`config.mk`:
```
export PLATFORM = sky130hd
export DESIGN_NAME = pipe_stage_hs
export DESIGN_NICKNAME = d
export VERILOG_FILES = /design/src/rtl/pipe_stage_hs.sv
export SDC_FILE = /design/constraint.sdc
export NUM_CORES = 1
export LEC_CHECK = 0
export CAP_MARGIN = 15
export CORE_AREA = 8 8 166 168
export CTS_CLUSTER_DIAMETER = 120
export CTS_CLUSTER_SIZE = 10
export DETAILED_ROUTE_END_ITERATION = 6
export DIE_AREA = 0 0 174 176
export PLACE_DENSITY = 0.69
export SETUP_SLACK_MARGIN = 0.02
export SYNTH_ARGS = -nofsm -noshare
export SYNTH_HDL_FRONTEND = slang
export SYNTH_SLANG_ARGS = --single-unit
```
`constraint.sdc`:
```
create_clock -name clk -period 3.5 [get_ports clk]
set_input_delay 1.05 -clock clk [delete_from_list [all_inputs] [get_ports clk]]
set_output_delay 1.05 -clock clk [all_outputs]
set_load 0.005 [all_outputs]
```
`src/rtl/pipe_stage_hs.sv`:
```
// Valid/ready pipeline stage register with flush-to-bubble and saturating stall count.
// Define PIPE_SKID_EN to add a second (skid) entry and a registered in_ready.
module pipe_stage_hs #(
    parameter int DATA_W = 192,
    parameter int CTRL_W = 16,
    parameter int CNT_W  = 16
) (
    input  logic              clk,
    input  logic              rst,
    input  logic              flush,
    input  logic              in_valid,
    output logic              in_ready,
    input  logic [DATA_W-1:0] in_data,
    input  logic [CTRL_W-1:0] in_ctrl,
    output logic              out_valid,
    input  logic              out_ready,
    output logic [DATA_W-1:0] out_data,
    output logic [CTRL_W-1:0] out_ctrl,
    output logic [1:0]        level,
    output logic [CNT_W-1:0]  stall_cnt
);

    typedef enum logic [1:0] {
        EMPTY = 2'd0,
        ONE   = 2'd1,
        FULL  = 2'd2
    } state_e;

    localparam logic [CNT_W-1:0] CNT_MAX = '1;

    state_e            state_q, state_d;
    logic [DATA_W-1:0] main_data_q, main_data_d;
    logic [CTRL_W-1:0] main_ctrl_q, main_ctrl_d;
    logic [CNT_W-1:0]  stall_q, stall_d;
    logic              in_fire;
    logic              out_fire;

    assign out_valid = (state_q != EMPTY);
    assign out_data  = main_data_q;
    assign out_ctrl  = out_valid ? main_ctrl_q : '0;
    assign stall_cnt = stall_q;
    assign in_fire   = in_valid & in_ready;
    assign out_fire  = out_valid & out_ready;

    always_comb begin
        level = 2'd0;
        case (state_q)
            ONE:     level = 2'd1;
            FULL:    level = 2'd2;
            default: level = 2'd0;
        endcase
    end

    always_comb begin
        stall_d = stall_q;
        if (out_valid && !out_ready && (stall_q != CNT_MAX)) begin
            stall_d = stall_q + 1'b1;
        end
    end

`ifdef PIPE_SKID_EN
    logic [DATA_W-1:0] skid_data_q, skid_data_d;
    logic [CTRL_W-1:0] skid_ctrl_q, skid_ctrl_d;

    // Ready depends only on flops, which breaks the ready path between stages.
    assign in_ready = (state_q != FULL) & ~rst;

    always_comb begin
        state_d     = state_q;
        main_data_d = main_data_q;
        main_ctrl_d = main_ctrl_q;
        skid_data_d = skid_data_q;
        skid_ctrl_d = skid_ctrl_q;
        if (flush) begin
            state_d = EMPTY;
        end else begin
            case (state_q)
                EMPTY: begin
                    if (in_fire) begin
                        state_d     = ONE;
                        main_data_d = in_data;
                        main_ctrl_d = in_ctrl;
                    end
                end
                ONE: begin
                    if (in_fire && out_ready) begin
                        main_data_d = in_data;
                        main_ctrl_d = in_ctrl;
                    end else if (in_fire) begin
                        state_d     = FULL;
                        skid_data_d = in_data;
                        skid_ctrl_d = in_ctrl;
                    end else if (out_fire) begin
                        state_d = EMPTY;
                    end
                end
                FULL: begin
                    if (out_fire) begin
                        state_d     = ONE;
                        main_data_d = skid_data_q;
                        main_ctrl_d = skid_ctrl_q;
                    end
                end
                default: state_d = EMPTY;
            endcase
        end
    end

    always_ff @(posedge clk) begin
        if (rst) begin
            skid_data_q <= '0;
            skid_ctrl_q <= '0;
        end else begin
            skid_data_q <= skid_data_d;
            skid_ctrl_q <= skid_ctrl_d;
        end
    end
`else
    assign in_ready = (~out_valid | out_ready) & ~rst;

    always_comb begin
        state_d     = state_q;
        main_data_d = main_data_q;
        main_ctrl_d = main_ctrl_q;
        if (flush) begin
            state_d = EMPTY;
        end else if (in_fire) begin
            state_d     = ONE;
            main_data_d = in_data;
            main_ctrl_d = in_ctrl;
        end else if (out_fire) begin
            state_d = EMPTY;
        end
    end
`endif

    always_ff @(posedge clk) begin
        if (rst) begin
            state_q     <= EMPTY;
            main_data_q <= '0;
            main_ctrl_q <= '0;
            stall_q     <= '0;
        end else begin
            state_q     <= state_d;
            main_data_q <= main_data_d;
            main_ctrl_q <= main_ctrl_d;
            stall_q     <= stall_d;
        end
    end

endmodule
```
==> results by group, run 1 <==
Status
  • Status: complete, no violations

Timing
  • Final Cycle Share: 97.2%
  • # setup viols final: 0
  • Maximum clock rate: 294 MHz
  • Final Hold Fails: 0
  • Worst-Margin Slew: between 1 and 1.5 ns
  • Crit path time final: 3.40 ns
  • RSZ-0062 raised after global routing: false
  • TNS Setup: 0 ns
  • Max-slew violations: 0
  • Skew final: 0.00899 ns
  • Relative slew slack: 12.8%

Critical path
  • CP Max Fanout: 2
  • Critical Path Source Type: input pin
  • Required @ worst endpoint: 2.45 ns
  • WP data arrival: ~2.4 ns
  • Crit Path Class: in2out
  • CP Capture Type: primary output

Run
  • Maxcap violations: 0

CTS
  • Clock tree buffer depth: 3
  • Clock Tree Root: clkbuf_16
  • Clk slew on worst S/H paths: 0.05 ns
  • H-tree depth: 1
  • CTS tree: built
  • CTS buffer count: 26
  • Worst-Skew Late Latency: 0.51 ns
  • # hold bufs at CTS: 0
  • Post-CTS Resized: 0
  • Clock sink count: between 200 and 250
  • Post-CTS Setup Bufs: 0

Yosys
  • Post-Synthesis Cell Area: 8150 sq um
  • Syn nets: 1244
  • Mapped Cells: 1030
  • Synth Flop Type: dfxtp_1
  • Count leader, synth: nand2_1
  • Largest cells by area after synthesis: dfxtp_1 (55%), nand2_1 (19%), a21oi_1 (13%), buf_2 (2.6%), clkbuf_1 (1.2%)
  • Yosys reg bits: 225
  • Largest area contributor in the netlist: dfxtp_1
  • Cell variety after synth: 37
  • Commonest cells post-synth: nand2_1 (421), dfxtp_1 (225), a21oi_1 (216)
  • Ys async rst share: 0%
  • Syn avg cell area: between 7 and 8 sq um
  • Post-synth EDFFs: 0
  • Yosys top cell area share: 55.3%
  • YS warnings: 0
  • Post-synthesis sequential area ratio: approximately 55%

Final layout
  • Nets: 1650
  • Layout Cells excl Fill: 1766
  • Layout cell share with drive strength beyond 1: 3.62%
  • Final core utilization: 54.5%
  • ANT cells: 0
  • Fillcell total: 2323
  • Synthesis-to-finish area growth: 65.9%

Detailed routing
  • Final ANT Viol Nets: 0
  • Drt first pass iters: 4
  • Iteration-0 DRC Markers: 494
  • Final wirelength: between 30000 and 40000 microns
  • Vias: 8295
  • Wirelength per Cell: 17.1 microns
  • Drt drc: 0
  • DR vias/cell: 4.70

Power
  • Total power: 5.66 mW
  • Pwr/cell area: 418 nW/um^2
  • Pleak: ~4.7 nW
  • Peak supply drop: 0.000322 V

Global route
  • Largest net degree at the start of global routing: between 200 and 250
  • First-pass GRT wire length: 45800 microns
  • All-layer global routing usage: a little under a fifth
  • Initial antenna violation count: 0
  • GRT overflow: 0
  • Vias in the first global route: 8060

Die
  • Total core area: 24800 sq um
  • Initial Util: 32.8%
  • Std cell rows: 58
  • Die height: 176 microns
  • Die W: 174 microns
  • # IOs: 441
  • Die area: 30600 sq um

Place
  • Placed cell count: roughly 1.7k
  • HPWL Detailed: 21200 microns
  • GP Congestion: about 0.76
  • # port buffers: 439

Min path
  • Worst hold path type: reg2reg
## critical path, stage by stage
cell	delay, ns
clkdlybuf4s50_1	0.47
and2b_2	0.22
nor2_1	0.10
clkdlybuf4s50_1	0.52
## power breakdown
group | internal, mW | switching (mW)
Combinational | 0.400 | 0.243
Clock | 1.34 | 0.984
Sequential | 2.64 | 0.0416
Total | 4.39 | 1.27
## per-stage QoR
stage	area, sq um	hold WS, ns	setup slack, ns
3_5_place_dp	12800	0.442	0.0931
6_report	13500	0.449	0.0978
5_1_grt	13500	0.468	0.0631
4_1_cts	13500	0.450	0.0931
3_3_place_gp	12800	0.437	0.0884
2_1_floorplan	8150	0.432	0.766
## metal layers
metal / track usage [%] / up-vias / share of wire, %
met4: 6.06 / 0 / 3.3
met3: 8.10 / 54 / 10
li1: - / 4147 / -
met1: 20.1 / 3773 / 39
met2: 31.2 / 321 / 47
met5: 0 / - / 0
## sequential cells by signal, indices dropped and copies added (netlist names)
name         flops
stall_cnt       16
main_ctrl_q     16
state_q          1
out_data       192
## layout make-up
| class | instances | area (sq um) | area share, % |
|---|---|---|---|
| tap | 330 | 413 | 3.05 |
| clock buffer | 27 | 676 | 5.00 |
| inverter | 3 | 11.3 | 0.0833 |
| clock inverter | 1 | 7.51 | 0.0555 |
| sequential | 225 | 4500 | 33.3 |
| timing repair buffer | 454 | 4620 | 34.2 |
| multi-input combinational | 726 | 3280 | 24.3 |
## path summary, 6_finish.rpt
| check | startpoint | end | slack (ns) | cells past startpoint |
|---|---|---|---|---|
| hold reg to reg | main_ctrl_q[15] | main_ctrl_q[15] | 0.45 | 2 |
| hold / removal | main_ctrl_q[15] | main_ctrl_q[15] | 0.45 | 2 |
| setup / recovery | out_ready | in_ready | 0.1 | 4 |
| setup reg to reg | state_q[0] | out_data[100] | 1.20 | 5 |
## cells by family (layout without fill, tap and decap cells)
kind of cell / after synthesis / count (layout) / share of synthesized area (%)
other cells: 1 / 1 / 0.0460
compound gates: 233 / 233 / 14.7
fa+ha+maj: 1 / 1 / 0.154
flops: 225 / 225 / 55.3
mux: 4 / 4 / 0.553
simple gates: 487 / 487 / 24.6
buf+inv: 79 / 485 / 4.61
## placed cells by master, fill, tap and decap left out, types with 5 or more instances in the layout
master,instances
clkdlybuf4s50_1,438
nand2_1,421
dfxtp_1,225
a21oi_1,216
clkbuf_16,27
and2_1,16
nor2_1,10
buf_12,9
buf_4,6
nand4_1,5
Power figures use the tool's default switching activity.
==> run 2: changes to the inputs <==
CORE_AREA = 8 8 165 167   (was 8 8 166 168)
DIE_AREA = 0 0 173 175   (was 0 0 174 176)
PLACE_DENSITY = 0.7   (was 0.69)
==> results by group, run 2 (synthesized netlist as in run 1, its figures left out) <==
Status
  • Status: complete, no violations

Min path
  • Worst hold path type: reg2reg
  • Worst Hold Path Cells: 2
  • Endpoint of the worst hold path: main_ctrl_q[7]
  • Min-delay src: main_ctrl_q[7]

Place
  • HPWL Detailed: 20800 microns
  • # port buffers: 439
  • GP Congestion: 0.778
  • DP Worst Slack: 0.118 ns

CTS
  • Clock sink count: 225
  • Post-CTS Setup Bufs: 0
  • Post-CTS Resized: 0
  • Clk slew on worst S/H paths: 0.05 ns
  • CTS buffer count: 26
  • CTS tree: built
  • Clock tree buffer depth: 3
  • Worst-Skew Late Latency: 0.51 ns
  • H-tree depth: 1
  • Clock Tree Root: clkbuf_16
  • # hold bufs at CTS: 0

Global route
  • All-layer global routing usage: 18.1%
  • Vias in the first global route: 7842
  • Initial antenna violation count: 0
  • First-pass GRT wire length: 44900 microns
  • GRT overflow: 0
  • Largest net degree at the start of global routing: 230

Timing
  • RSZ-0062 raised after global routing: false
  • Relative slew slack: 12.1%
  • Max-slew violations: 0
  • Crit path time final: 3.38 ns
  • Final Cycle Share: 96.5%
  • # setup viols final: 0
  • Skew final: between 0.009 and 0.01 ns
  • TNS Setup: 0 ns
  • Worst-Margin Slew: 1.32 ns
  • Maximum clock rate: 296 MHz
  • Final Hold Fails: 0
  • Final WS setup: 0.121 ns

Detailed routing
  • Post-Route M1 WL: approximately 11000 microns
  • Wire length on met3: 2940 microns
  • Vias: 8221
  • Iteration-0 DRC Markers: 521
  • Final ANT Viol Nets: 0
  • Drt drc: 0
  • Wirelength per Cell: 16.7 microns
  • Final wirelength: between 20000 and 30000 microns
  • DR vias/cell: between 4 and 5
  • Met2 wire length: 14200 microns
  • Max Used Layer: met4
  • Drt first pass iters: 5

Die
  • Die area: about 30000 sq um
  • Die height: 175 microns
  • Total core area: ~25000 sq um
  • Die W: 173 microns
  • Initial Util: 33.0%
  • Std cell rows: 58
  • # IOs: 441

Final layout
  • Commonest non-fill, non-tap cells in the layout: clkdlybuf4s50_1 (438), nand2_1 (421), dfxtp_1 (225)
  • Synthesis-to-finish area growth: 65.1%
  • Fillcell total: 2284
  • Register Area: between 4000 and 5000 sq um
  • Nets: 1644
  • Layout cell share with drive strength beyond 1: 3.22%
  • Most common cell after layout, fill and taps aside: clkdlybuf4s50_1
  • Multi-input gate area: 3280 sq um
  • ANT cells: 0
  • Largest register FFs: 192

Power
  • Psw: 1.25 mW
  • Combinational share of power: 11.3%
  • Fraction of power spent switching nets: 22.2%
  • Sequential power share: 47.7%
  • Power share of the clock group: between 40% and 50%
  • Int Power: around 4.4 mW
  • Pwr/cell area: 419 nW/um^2
  • Pleak: 4.61 nW
  • Peak supply drop: 0.000334 V

Critical path
  • Flop2flop setup slack: 1.31 ns
  • Reg2Reg Launch Point: stall_cnt[0]
  • CP Capture Type: primary output
  • WP data arrival: 2.33 ns
  • CP Max Fanout: 2
  • RR Endpoint: stall_cnt[5]
  • CP max stage cell: clkdlybuf4s50_1
  • Critical Path, Cell by Cell: clkdlybuf4s50_1, and2b_2, nor2_1, clkdlybuf4s50_1
  • CP startpoint: out_ready
  • Top delay family on crit path: buffers and inverters
  • Critical Path Source Type: input pin
  • Required @ worst endpoint: around 2.5 ns
  • Reg2reg path depth: 5
  • Crit Path Class: in2out
  • Most used cell, CP: clkdlybuf4s50_1
  • Critical path's largest stage delay: 0.51 ns
  • Number of buffers and inverters on the critical path: 2

Run
  • Maxcap violations: 0
==> run 2: cell types whose count changed in the layout (fill, tap and decap cells not counted), sizes merged <==
cell,before,now
buf,16,10
==> run 2: power by group through the flow <==
| stage | clock (mW) | sequential [mW] | combinational [mW] |
|---|---|---|---|
| finish | 2.31 | 2.69 | 0.636 |
| detailed placement | 0 | 2.74 | 0.638 |
| CTS | 2.41 | 2.69 | 0.643 |
| global route | 2.50 | 2.69 | 0.686 |
| floorplan | 0 | 2.74 | 0.184 |
| global placement | 0 | 2.74 | 0.634 |
==> run 2: area by class of cell <==
type                    instances  area share, %
clock buffers                  27           5.03
clock inverters                 1         0.0558
inverters                       3         0.0838
multi-input cells             726           24.4
flip-flops and latches        225           33.5
well taps                     330           3.07
repair buffers                448           33.8
==> run 2: metrics by stage <==
step                      instances  utilization, %  hold WS, ns  cell area, sq um  total power, mW
after global routing           1760            54.5        0.465             13400             5.88
after floorplan                1030               -        0.432              8150             2.93
after CTS                      1760            54.5        0.450             13400             5.73
final                          1760            54.5        0.449             13400             5.63
after detailed placement       1732            51.7        0.442             12800             3.38
after global placement         1732            51.7        0.439             12800             3.37
==> run 2: layer usage <==
metal | vias up | GRT usage (%)
li1 | 4132 | -
met1 | 3709 | 20.0
met2 | 325 | 30.7
met3 | 55 | 7.49
met4 | 0 | 6.90
met5 | - | 0
==> run 2: tightest hold or removal path: stages (launching register included) <==
cell     delay (ns)
dfxtp_1        0.30
nand2_1        0.05
a21oi_1        0.05
==> run 2: how the worst max path moves through the flow <==
stage	end	slack [ns]	depth (start not counted)
after floorplan	in_ready	0.77	3
after global placement	in_ready	0.09	4
after detailed placement	in_ready	0.12	4
after CTS	in_ready	0.12	4
after global routing	in_ready	0.04	4
final	in_ready	0.12	4
==> run 3: changes to the inputs <==
GPL_TIMING_DRIVEN = 0   (was unset)
==> results by group, run 3 (synthesized netlist as in run 1, its figures left out) <==
Status
  • Status: complete, no violations

Global route
  • Vias in the first global route: 8466
  • Initial antenna violation count: 2
  • All-layer global routing usage: about a fifth
  • First-pass GRT wire length: 49200 microns
  • GRT overflow: 0
  • Largest net degree at the start of global routing: 13

Critical path
  • WP data arrival: 2.18 ns
  • Required @ worst endpoint: between 2 and 2.5 ns
  • Critical Path Source Type: flop
  • Crit Path Class: reg2out
  • CP Max Fanout: 12
  • CP Capture Type: primary output

Detailed routing
  • Wirelength per Cell: 17.8 microns
  • Vias: 8682
  • Drt first pass iters: 5
  • Iteration-0 DRC Markers: 417
  • DR vias/cell: ~4.7
  • Final wirelength: between 30000 and 40000 microns
  • Drt drc: 0
  • Final ANT Viol Nets: 0

Final layout
  • Nets: around 1.7k
  • Most common cell after layout, fill and taps aside: clkdlybuf4s50_1
  • Largest register FFs: between 150 and 200
  • Synthesis-to-finish area growth: 67.6%
  • Commonest non-fill, non-tap cells in the layout: clkdlybuf4s50_1 (437), nand2_1 (421), dfxtp_1 (225)
  • Layout cell share with drive strength beyond 1: 5.74%
  • Design area: 13700 sq um

Die
  • Die height: 175 microns
  • Total core area: 24700 sq um
  • Initial Util: 33.0%
  • Die W: 173 microns
  • # IOs: 441
  • Std cell rows: 58
  • Die area: 30300 sq um

Place
  • # port buffers: 439
  • DP Area: around 13000 sq um
  • GP Congestion: 0.804
  • HPWL Detailed: 24900 microns

CTS
  • # hold bufs at CTS: 0
  • Clock tree buffer depth: 3
  • CTS tree: built
  • Post-CTS Setup Bufs: 0
  • Worst-Skew Late Latency: 0.51 ns
  • CTS buffer count: 26
  • Clock sink count: roughly 230
  • H-tree depth: 1
  • Clk slew on worst S/H paths: 0.06 ns
  • Clock Tree Root: clkbuf_16

Timing
  • Max-slew violations: 0
  • Relative slew slack: about 48%
  • Worst Hold Slack: 0.448 ns
  • Worst-Margin Slew: 0.776 ns
  • Maximum clock rate: 310 MHz
  • # setup viols final: 0
  • Crit path time final: 3.23 ns
  • Final Cycle Share: between 90% and 100%
  • Skew final: 0.00805 ns
  • RSZ-0062 raised after global routing: false
  • Final Hold Fails: 0

Power
  • Pwr/cell area: 418 nW/um^2
  • Pleak: 4.79 nW
  • Peak supply drop: 0.000312 V

Min path
  • Worst hold path type: reg2reg

Run
  • Maxcap violations: 0
run 3: final timing paths:
check	startpoint	endpoint	slack (ns)	depth (start not counted)
worst max-delay path	state_q[0]	out_ctrl[5]	0.27	3
worst min-delay path	main_ctrl_q[0]	main_ctrl_q[0]	0.45	2
worst max register to register	state_q[0]	out_data[61]	1.34	7
worst min register to register	main_ctrl_q[0]	main_ctrl_q[0]	0.45	2
run 3: what timing repair did:
action / 4_1_cts / 5_1_grt
resized for setup: 7 / 3
setup endpoints to repair: 1 / 1
gates cloned: 0 / 0
run 3: area by class of cell:
| class | instances | area [sq um] |
|---|---|---|
| Sequential cell | 225 | 4500 |
| Clock inverter | 1 | 7.51 |
| Buffer | 76 | 378 |
| Timing Repair Buffer | 439 | 4390 |
| Tap cell | 330 | 413 |
| Fill cell | 2284 | 11000 |
| Clock buffer | 27 | 676 |
| Multi-Input combinational cell | 726 | 3270 |
| Antenna cell | 1 | 2.50 |
| Inverter | 3 | 11.3 |
run 3: power breakdown:
group,internal [mW],switching (mW)
clock,1.35,1.01
sequential,2.64,0.0414
combinational,0.402,0.260
run 3: through the flow:
step,power [mW],setup slack (ns),instances,util [%],TNS (ns)
detailed placement,3.40,-0.659,1799,52.5,-0.660
CTS,5.78,0.0384,1827,55.3,0
finish,5.70,0.270,1828,55.3,0
floorplan,2.93,0.766,1030,-,0
global placement,3.39,-0.659,1799,52.5,-0.659
global route,5.93,0.124,1828,55.3,0
run 3: worst max-delay path, cell delays in order (launching register included):
cell,delay [ns]
dfxtp_1,0.59
clkbuf_1,0.33
and2_1,0.18
clkdlybuf4s50_1,0.56
run 3: per-layer routing:
metal / GRT usage [%] / vias to the layer above / part of all wire [%]
met5: 0 / - / 0.052
met2: 35.4 / 362 / 48
met3: 7.17 / 59 / 9.1
met4: 7.26 / 2 / 2.9
li1: - / 4278 / -
met1: 22.5 / 3981 / 40
